--- src/rtl/cp0_except_ctrl_pkg.sv ---
// Shared constants and types for the MEM-stage exception sequencer.
package cp0_except_ctrl_pkg;

    localparam logic [31:0] EXC_VECTOR_DEFAULT = 32'hBFC0_0380;

    // ExcCode values as presented to CP0 on excepttype_o
    localparam logic [31:0] EXC_INT  = 32'h0000_0001;
    localparam logic [31:0] EXC_ADEL = 32'h0000_0004;
    localparam logic [31:0] EXC_ADES = 32'h0000_0005;
    localparam logic [31:0] EXC_SYS  = 32'h0000_0008;
    localparam logic [31:0] EXC_BP   = 32'h0000_0009;
    localparam logic [31:0] EXC_RI   = 32'h0000_000a;
    localparam logic [31:0] EXC_OV   = 32'h0000_000c;
    localparam logic [31:0] EXC_TR   = 32'h0000_000d;
    localparam logic [31:0] EXC_ERET = 32'h0000_000e;

    typedef enum logic [1:0] {
        ST_IDLE,
        ST_WAIT_BUS,
        ST_COMMIT,
        ST_REDIRECT
    } exc_state_t;

    // Per-instruction exception flags carried down to MEM
    typedef struct packed {
        logic adel_if;
        logic ri;
        logic ov;
        logic trap;
        logic sys;
        logic brk;
        logic adel;
        logic ades;
        logic eret;
    } exc_flags_t;

    // Interrupt is pending when IE=1, EXL=0 and any unmasked IP bit is set
    function automatic logic int_pending(input logic [31:0] status, input logic [31:0] cause);
        return status[0] & ~status[1] & (|(status[15:8] & cause[15:8]));
    endfunction

endpackage

--- src/rtl/cp0_except_ctrl_if.sv ---
// MEM-stage exception bus: pipeline/CP0 inputs and the commit/redirect outputs.
interface cp0_except_ctrl_if;

    logic        mem_valid;
    logic [31:0] mem_pc;
    logic        mem_in_delayslot;
    logic        mem_adel_if;
    logic        mem_ri;
    logic        mem_ov;
    logic        mem_trap;
    logic        mem_sys;
    logic        mem_brk;
    logic        mem_adel;
    logic        mem_ades;
    logic        mem_eret;
    logic [31:0] mem_daddr;
    logic [31:0] status_i;
    logic [31:0] cause_i;
    logic [31:0] epc_i;
    logic        dbus_busy;
    logic        if_ready;

    logic [31:0] excepttype_o;
    logic [31:0] current_inst_addr_o;
    logic        is_in_delayslot_o;
    logic [31:0] bad_addr_o;
    logic        flush_o;
    logic        stall_o;
    logic        redirect_valid_o;
    logic [31:0] new_pc_o;

    // Pipeline / CP0 side
    modport master (
        output mem_valid, mem_pc, mem_in_delayslot, mem_adel_if, mem_ri, mem_ov,
               mem_trap, mem_sys, mem_brk, mem_adel, mem_ades, mem_eret, mem_daddr,
               status_i, cause_i, epc_i, dbus_busy, if_ready,
        input  excepttype_o, current_inst_addr_o, is_in_delayslot_o, bad_addr_o,
               flush_o, stall_o, redirect_valid_o, new_pc_o
    );

    // Exception controller side
    modport slave (
        input  mem_valid, mem_pc, mem_in_delayslot, mem_adel_if, mem_ri, mem_ov,
               mem_trap, mem_sys, mem_brk, mem_adel, mem_ades, mem_eret, mem_daddr,
               status_i, cause_i, epc_i, dbus_busy, if_ready,
        output excepttype_o, current_inst_addr_o, is_in_delayslot_o, bad_addr_o,
               flush_o, stall_o, redirect_valid_o, new_pc_o
    );

endinterface

--- src/rtl/cp0_except_ctrl_exc_prio_enc.sv ---
// Fixed-priority exception encoder: flags + interrupt -> ExcCode and BadVAddr.
module exc_prio_enc
    import cp0_except_ctrl_pkg::*;
(
    input  logic        int_pend,
    input  exc_flags_t  flags,
    input  logic [31:0] pc,
    input  logic [31:0] daddr,
    output logic        hit,
    output logic        is_eret,
    output logic [31:0] code,
    output logic [31:0] badaddr
);

    // Highest-priority source wins; interrupts outrank every synchronous cause
    always_comb begin
        code    = 32'h0;
        badaddr = 32'h0;
        is_eret = 1'b0;
        hit     = 1'b1;
        if (int_pend) begin
            code = EXC_INT;
        end else if (flags.adel_if) begin
            code    = EXC_ADEL;
            badaddr = pc;
        end else if (flags.ri) begin
            code = EXC_RI;
        end else if (flags.ov) begin
            code = EXC_OV;
        end else if (flags.trap) begin
            code = EXC_TR;
        end else if (flags.sys) begin
            code = EXC_SYS;
        end else if (flags.brk) begin
            code = EXC_BP;
        end else if (flags.adel) begin
            code    = EXC_ADEL;
            badaddr = daddr;
        end else if (flags.ades) begin
            code    = EXC_ADES;
            badaddr = daddr;
        end else if (flags.eret) begin
            code    = EXC_ERET;
            is_eret = 1'b1;
        end else begin
            hit = 1'b0;
        end
    end

endmodule

--- src/rtl/cp0_except_ctrl.sv ---
// MEM-stage exception sequencer: picks one event, pulses it into CP0 once,
// then flushes and holds a PC redirect until fetch takes it.
module cp0_except_ctrl
    import cp0_except_ctrl_pkg::*;
#(
    parameter logic [31:0] EXC_VECTOR = EXC_VECTOR_DEFAULT
) (
    input  logic             clk,
    input  logic             resetn,
    cp0_except_ctrl_if.slave bus
);

    exc_flags_t  flags;
    logic        int_pend;
    logic        enc_hit;
    logic        enc_eret;
    logic [31:0] enc_code;
    logic [31:0] enc_bad;
    logic        event_now;
    logic [31:0] target;

    exc_state_t  state;

    // Values frozen when the event is taken; never re-sampled while waiting
    logic [31:0] cap_code;
    logic [31:0] cap_pc;
    logic        cap_ds;
    logic [31:0] cap_bad;
    logic [31:0] cap_target;

    logic [31:0] exc_r;
    logic [31:0] addr_r;
    logic        ds_r;
    logic [31:0] bad_r;
    logic        flush_r;
    logic        stall_r;
    logic        rv_r;
    logic [31:0] npc_r;

    assign flags = '{
        adel_if: bus.mem_adel_if,
        ri:      bus.mem_ri,
        ov:      bus.mem_ov,
        trap:    bus.mem_trap,
        sys:     bus.mem_sys,
        brk:     bus.mem_brk,
        adel:    bus.mem_adel,
        ades:    bus.mem_ades,
        eret:    bus.mem_eret
    };

    assign int_pend = int_pending(bus.status_i, bus.cause_i);

    exc_prio_enc u_prio (
        .int_pend (int_pend),
        .flags    (flags),
        .pc       (bus.mem_pc),
        .daddr    (bus.mem_daddr),
        .hit      (enc_hit),
        .is_eret  (enc_eret),
        .code     (enc_code),
        .badaddr  (enc_bad)
    );

    // An interrupt alone cannot fire on a bubble; it waits for a live instruction
    assign event_now = bus.mem_valid & enc_hit;
    assign target    = enc_eret ? bus.epc_i : EXC_VECTOR;

    // Sequencer: capture -> (wait for bus) -> one-cycle CP0 pulse -> hold redirect
    always_ff @(posedge clk) begin
        if (!resetn) begin
            state      <= ST_IDLE;
            cap_code   <= 32'h0;
            cap_pc     <= 32'h0;
            cap_ds     <= 1'b0;
            cap_bad    <= 32'h0;
            cap_target <= 32'h0;
            exc_r      <= 32'h0;
            addr_r     <= 32'h0;
            ds_r       <= 1'b0;
            bad_r      <= 32'h0;
            flush_r    <= 1'b0;
            stall_r    <= 1'b0;
            rv_r       <= 1'b0;
            npc_r      <= 32'h0;
        end else begin
            case (state)
                ST_IDLE: begin
                    if (event_now) begin
                        cap_code   <= enc_code;
                        cap_pc     <= bus.mem_pc;
                        cap_ds     <= bus.mem_in_delayslot;
                        cap_bad    <= enc_bad;
                        cap_target <= target;
                        if (bus.dbus_busy) begin
                            state   <= ST_WAIT_BUS;
                            stall_r <= 1'b1;
                        end else begin
                            state   <= ST_COMMIT;
                            exc_r   <= enc_code;
                            addr_r  <= bus.mem_pc;
                            ds_r    <= bus.mem_in_delayslot;
                            bad_r   <= enc_bad;
                            flush_r <= 1'b1;
                            rv_r    <= 1'b1;
                            npc_r   <= target;
                        end
                    end
                end
                ST_WAIT_BUS: begin
                    if (!bus.dbus_busy) begin
                        state   <= ST_COMMIT;
                        stall_r <= 1'b0;
                        exc_r   <= cap_code;
                        addr_r  <= cap_pc;
                        ds_r    <= cap_ds;
                        bad_r   <= cap_bad;
                        flush_r <= 1'b1;
                        rv_r    <= 1'b1;
                        npc_r   <= cap_target;
                    end
                end
                ST_COMMIT: begin
                    // CP0 fields are a single-cycle pulse
                    exc_r  <= 32'h0;
                    addr_r <= 32'h0;
                    ds_r   <= 1'b0;
                    bad_r  <= 32'h0;
                    if (bus.if_ready) begin
                        state   <= ST_IDLE;
                        flush_r <= 1'b0;
                        rv_r    <= 1'b0;
                        npc_r   <= 32'h0;
                    end else begin
                        state <= ST_REDIRECT;
                    end
                end
                ST_REDIRECT: begin
                    if (bus.if_ready) begin
                        state   <= ST_IDLE;
                        flush_r <= 1'b0;
                        rv_r    <= 1'b0;
                        npc_r   <= 32'h0;
                    end
                end
                default: state <= ST_IDLE;
            endcase
        end
    end

    assign bus.excepttype_o        = exc_r;
    assign bus.current_inst_addr_o = addr_r;
    assign bus.is_in_delayslot_o   = ds_r;
    assign bus.bad_addr_o          = bad_r;
    assign bus.flush_o             = flush_r;
    assign bus.stall_o             = stall_r;
    assign bus.redirect_valid_o    = rv_r;
    assign bus.new_pc_o            = npc_r;

endmodule

--- src/flat_wrapper.sv ---
// flat-port wrapper written by rule: the top's interface ports become plain ports
module cp0_except_ctrl_flat import cp0_except_ctrl_pkg::*;
#(
    parameter logic [31:0] EXC_VECTOR = EXC_VECTOR_DEFAULT
)
  (clk, resetn, bus_mem_valid, bus_mem_pc, bus_mem_in_delayslot, bus_mem_adel_if, bus_mem_ri, bus_mem_ov, bus_mem_trap, bus_mem_sys, bus_mem_brk, bus_mem_adel, bus_mem_ades, bus_mem_eret, bus_mem_daddr, bus_status_i, bus_cause_i, bus_epc_i, bus_dbus_busy, bus_if_ready, bus_excepttype_o, bus_current_inst_addr_o, bus_is_in_delayslot_o, bus_bad_addr_o, bus_flush_o, bus_stall_o, bus_redirect_valid_o, bus_new_pc_o);
  cp0_except_ctrl_if bus_i ();
  input  logic clk;
  input  logic resetn;
  input wire logic [$bits(bus_i.mem_valid)-1:0] bus_mem_valid;
  input wire logic [$bits(bus_i.mem_pc)-1:0] bus_mem_pc;
  input wire logic [$bits(bus_i.mem_in_delayslot)-1:0] bus_mem_in_delayslot;
  input wire logic [$bits(bus_i.mem_adel_if)-1:0] bus_mem_adel_if;
  input wire logic [$bits(bus_i.mem_ri)-1:0] bus_mem_ri;
  input wire logic [$bits(bus_i.mem_ov)-1:0] bus_mem_ov;
  input wire logic [$bits(bus_i.mem_trap)-1:0] bus_mem_trap;
  input wire logic [$bits(bus_i.mem_sys)-1:0] bus_mem_sys;
  input wire logic [$bits(bus_i.mem_brk)-1:0] bus_mem_brk;
  input wire logic [$bits(bus_i.mem_adel)-1:0] bus_mem_adel;
  input wire logic [$bits(bus_i.mem_ades)-1:0] bus_mem_ades;
  input wire logic [$bits(bus_i.mem_eret)-1:0] bus_mem_eret;
  input wire logic [$bits(bus_i.mem_daddr)-1:0] bus_mem_daddr;
  input wire logic [$bits(bus_i.status_i)-1:0] bus_status_i;
  input wire logic [$bits(bus_i.cause_i)-1:0] bus_cause_i;
  input wire logic [$bits(bus_i.epc_i)-1:0] bus_epc_i;
  input wire logic [$bits(bus_i.dbus_busy)-1:0] bus_dbus_busy;
  input wire logic [$bits(bus_i.if_ready)-1:0] bus_if_ready;
  output wire logic [$bits(bus_i.excepttype_o)-1:0] bus_excepttype_o;
  output wire logic [$bits(bus_i.current_inst_addr_o)-1:0] bus_current_inst_addr_o;
  output wire logic [$bits(bus_i.is_in_delayslot_o)-1:0] bus_is_in_delayslot_o;
  output wire logic [$bits(bus_i.bad_addr_o)-1:0] bus_bad_addr_o;
  output wire logic [$bits(bus_i.flush_o)-1:0] bus_flush_o;
  output wire logic [$bits(bus_i.stall_o)-1:0] bus_stall_o;
  output wire logic [$bits(bus_i.redirect_valid_o)-1:0] bus_redirect_valid_o;
  output wire logic [$bits(bus_i.new_pc_o)-1:0] bus_new_pc_o;
  assign bus_i.mem_valid = bus_mem_valid;
  assign bus_i.mem_pc = bus_mem_pc;
  assign bus_i.mem_in_delayslot = bus_mem_in_delayslot;
  assign bus_i.mem_adel_if = bus_mem_adel_if;
  assign bus_i.mem_ri = bus_mem_ri;
  assign bus_i.mem_ov = bus_mem_ov;
  assign bus_i.mem_trap = bus_mem_trap;
  assign bus_i.mem_sys = bus_mem_sys;
  assign bus_i.mem_brk = bus_mem_brk;
  assign bus_i.mem_adel = bus_mem_adel;
  assign bus_i.mem_ades = bus_mem_ades;
  assign bus_i.mem_eret = bus_mem_eret;
  assign bus_i.mem_daddr = bus_mem_daddr;
  assign bus_i.status_i = bus_status_i;
  assign bus_i.cause_i = bus_cause_i;
  assign bus_i.epc_i = bus_epc_i;
  assign bus_i.dbus_busy = bus_dbus_busy;
  assign bus_i.if_ready = bus_if_ready;
  assign bus_excepttype_o = bus_i.excepttype_o;
  assign bus_current_inst_addr_o = bus_i.current_inst_addr_o;
  assign bus_is_in_delayslot_o = bus_i.is_in_delayslot_o;
  assign bus_bad_addr_o = bus_i.bad_addr_o;
  assign bus_flush_o = bus_i.flush_o;
  assign bus_stall_o = bus_i.stall_o;
  assign bus_redirect_valid_o = bus_i.redirect_valid_o;
  assign bus_new_pc_o = bus_i.new_pc_o;
  cp0_except_ctrl #(.EXC_VECTOR(EXC_VECTOR)) u_core (.clk(clk), .resetn(resetn), .bus(bus_i));
endmodule
--- config.mk ---
export PLATFORM = sky130hd
export DESIGN_NAME = cp0_except_ctrl_flat
export DESIGN_NICKNAME = d
export VERILOG_FILES = /design/src/rtl/cp0_except_ctrl_pkg.sv /design/src/rtl/cp0_except_ctrl_if.sv /design/src/rtl/cp0_except_ctrl_exc_prio_enc.sv /design/src/rtl/cp0_except_ctrl.sv /design/src/flat_wrapper.sv
export SDC_FILE = /design/constraint.sdc
export NUM_CORES = 1
export LEC_CHECK = 0
export BUFFER_PORTS_ARGS = -buffer_cell sky130_fd_sc_hd__buf_2
export CORE_MARGIN = 1
export CORE_UTILIZATION = 48
export DETAILED_ROUTE_END_ITERATION = 10
export PLACE_DENSITY = 0.76
export SLEW_MARGIN = 20
export SYNTH_ARGS = -nofsm -noshare
export SYNTH_HDL_FRONTEND = slang
export SYNTH_SLANG_ARGS = --single-unit
--- constraint.sdc ---
create_clock -name clk -period 2.9 [get_ports clk]
set_input_delay 0.58 -clock clk [delete_from_list [all_inputs] [get_ports clk]]
set_output_delay 0.58 -clock clk [all_outputs]
set_load 0.01 [all_outputs]
==> results.txt <==
----------------------------------------------------
[Status]
  Run status ... completed

[Route]
  Total wire length ... 24950 um
  Detailed-route wire length per cell ... 16.43 um
  Post-route ant nets ... 0
  Post-route DRC violation count ... 0
  Post-detailed-route via-to-cell ratio ... 5.656
  Total number of vias ... 8586
  Initial detailed-routing violation count ... 684
  First-pass iteration count of the detailed router ... 5

[Synth]
  Mapped Cells ... 1068
  Netlist area before placement ... 0.009259 sq mm
  Count of state elements after synthesis ... 206
  Post-Synthesis Mean Instance Area ... 8.669 sq um
  Number of enable-type register cells in the synthesized netlist ... 0
  Count of yosys warnings during synthesis ... 0
  Distinct cells, synth ... 49
  Asr flop ratio synth ... 0%
  Leading register cell type out of synthesis ... dfxtp_1
  Seq/Total Area, Yosys ... 44.54%

[Power and ir drop]
  PD cells ... 805.2 mW/mm^2
  Peak supply drop ... 0.0004474 V
  Leak Pwr ... 0.004880 uW
  Overall power of the completed layout ... 8968 uW

[Timing]
  Final number of max-transition violations ... 0
  Number of endpoints failing setup at the final stage ... 0
  Post-layout min period ... 2.315 ns
  RSZ-0062 raised after global routing ... false
  Worst setup skew after layout ... 0.008710 ns
  Fmax achieved ... 0.4319 GHz
  Number of hold violations in the final report ... 0
  Share of the clock period used by the worst path after layout ... 79.83%
  Max transition margin ... 57.08%
  Total negative setup slack ... 0 ns
  Worst setup margin ... 0.5849 ns
  Slew at the pin closest to its max-slew limit ... 0.6438 ns

[Clock network]
  Clock tree from TritonCTS ... done
  Max clock buf depth ... 3
  Number of clock sinks ... 206
  Postcts setup bufs ... 0
  CTS Root Buffer Type ... clkbuf_16
  Latest clock arrival within the worst-skew pair ... 0.49 ns
  Count of hold buffers inserted by post-cts repair ... 0
  Clock transition at path regs ... 0.06 ns
  Number of buffers created by CTS ... 23
  H-tree depth ... 1
  Total of cells resized after clock tree synthesis ... 0

[Global route]
  Largest net degree at the start of global routing ... 101
  Total track usage ... 24.40%
  Vias in the first global route ... 7804
  Number of antenna violations at the first check in global routing ... 0
  Global route total overflow ... 0
  Global-route wire length before repair ... 40020 um

[Layout]
  Leading cell type in the layout, fill and taps excluded ... buf_2
  Number of inserted filler cells in the final layout ... 1683
  Synth-to-Final Area Change ... 20.30%
  Multi-input gate area ... 0.004493 sq mm
  Layout cell share with drive strength beyond 1 ... 25.12%
  ANT cells ... 0
  Final design area excluding fillers ... 0.01114 sq mm
  Number of nets in the layout ... 1421
  Non-Filler Instances ... 1518
  Commonest cells after routing, fill and taps aside ... 231 x buf_2, 206 x dfxtp_1, 121 x nand2_1
  Sequential cell area ... 0.004124 sq mm

[Placement]
  Standard cell area after detailed placement ... 0.01040 sq mm
  Number of placed instances with taps included ... 1477
  Post-place setup slack ... 0.1303 ns
  I/O Buffers ... 232
  Weighted congestion reported at the end of routability-driven placement ... 0.8398
  Total half-perimeter wirelength after legalization and detailed placement ... 15920 um

[Setup path]
  Element type at the critical path start ... flip-flop
  Worst R2R Setup Slack ... 0.58 ns
  Maximum fanout along the worst path ... 58
  End of the worst register-to-register path ... u_core.bus.current_inst_addr_o[26]
  Critical path capture point type ... flip-flop
  Class of the most critical setup path ... reg -> reg
  Crit path arrival time ... 2.70 ns
  Required time of the critical path ... 3.29 ns
  Source of the worst register-to-register timing path ... u_core.state[1]
  Logic depth of the worst register-to-register path ... 7
  Launch point of the critical path ... u_core.state[1]

[Die]
  Die outline area ... 0.01985 sq mm
  Number of ports placed on the die boundary ... 307
  Starting utilization of the core area ... 49.17%
  Std-Cell Core Area ... 0.01883 sq mm
  Std cell rows ... 50
  Die Span Y ... 140.9 um
  Die span in x ... 140.9 um

[Hold path]
  Worst Hold Path EP ... u_core.cap_target[12]
  Number of cells on the worst hold path ... 2
  Startpoint of the tightest hold check path ... bus_epc_i[12]
  Kind of path behind the tightest hold check ... in -> reg

[Job]
  Max-cap violation count ... 0

----------------------------------------------------
-- power breakdown --
group	switching, uW	leakage, uW	internal [uW]
registers	241	0.00169	3320
clock network	1130	0.000353	1680
logic	1590	0.00283	1010
total	2960	0.00488	6010
-- layer usage --
metal  wire (um)  GRT usage (%)  vias up
li1            -              -     4146
met1       11440          35.35     4020
met2       11260          37.65      365
met3        1555          2.955       55
met4         694          7.895        0
met5           0              0        -
-- cells by family (layout without fill, tap and decap cells) --
group,Yosys count,after routing,share of synthesized area [%]
AOI/OAI and AO/OA,386,386,28.73
adders and majority gates,4,4,0.5406
buffers and inverters,142,305,8.676
other,1,28,0.04050
muxes,1,1,0.1081
and+or+nand+nor,328,328,17.36
DFF,206,206,44.54
-- critical path, stage by stage, from the launching register on --
cell	delay (ns)
dfxtp_1	0.39
inv_1	0.11
ha_4	0.26
a21bo_2	0.28
and4b_4	0.56
buf_12	0.31
nand3_1	0.14
o211a_1	0.14
-- per-stage QoR --
step                      hold WS (ns)  util (%)
final                           0.3170     59.15
after global routing            0.3035     59.15
after CTS                       0.2961     59.15
after detailed placement        0.4421     55.25
after global placement          0.4369     55.25
after floorplan                 0.4311         -
-- worst max path at each step --
| stage | slack [ns] | endpoint |
|---|---|---|
| floorplan | 0.72 | u_core.bus.bad_addr_o[30] |
| global placement | 0.22 | u_core.bus.bad_addr_o[23] |
| detailed placement | 0.13 | u_core.bus.bad_addr_o[23] |
| CTS | 0.60 | u_core.bus.current_inst_addr_o[29] |
| global route | 0.40 | u_core.bus.current_inst_addr_o[29] |
| finish | 0.58 | u_core.bus.current_inst_addr_o[26] |
-- synthesized netlist by cell type, types with 2 or more instances --
master    count  area share [%]
nand2_1     121             4.9
buf_6        14             1.7
o221a_2      12             1.5
o211a_1      34             3.7
a21boi_1     60             4.9
and2_1        2            0.14
a21o_1        2            0.16
clkbuf_1     61             2.5
or3_1        33             2.2
buf_2        21             1.1
a31oi_1       4            0.27
nor3_1       36             1.9
nor2_1       20            0.81
ha_1          4            0.54
a22o_1       22             2.1
and3_1        2            0.14
o32ai_1      12             1.1
o21ai_0      60             3.2
dfxtp_1     206              45
a21oi_1     106             5.7
a221oi_1      2            0.19
a22oi_1      55             4.5
nand3_1      70             3.8
nand2b_1     34             2.3
inv_1         8            0.32
a21boi_0      9            0.73
buf_4        36             2.9
-- state kept, by name, indices dropped and copies added, names as in the netlist --
name                            flops
u_core.cap_target                  32
u_core.bus.stall_o                  1
u_core.cap_pc                      32
u_core.cap_bad                     32
u_core.bus.excepttype_o             4
u_core.state                        2
u_core.bus.current_inst_addr_o     32
u_core.cap_ds                       1
u_core.cap_code                     4
u_core.bus.bad_addr_o              32
u_core.bus.is_in_delayslot_o        1
u_core.bus.new_pc_o                32
u_core.bus.flush_o                  1
-- cell type report --
class	instances	share of cell area, %
multi-input combinational	747	40.34
sequential	206	37.03
timing repair buffer	256	12.85
clock buffer	34	5.987
tap	260	2.921
clock inverter	7	0.6066
inverter	8	0.2696
Power figures use the tool's default switching activity.
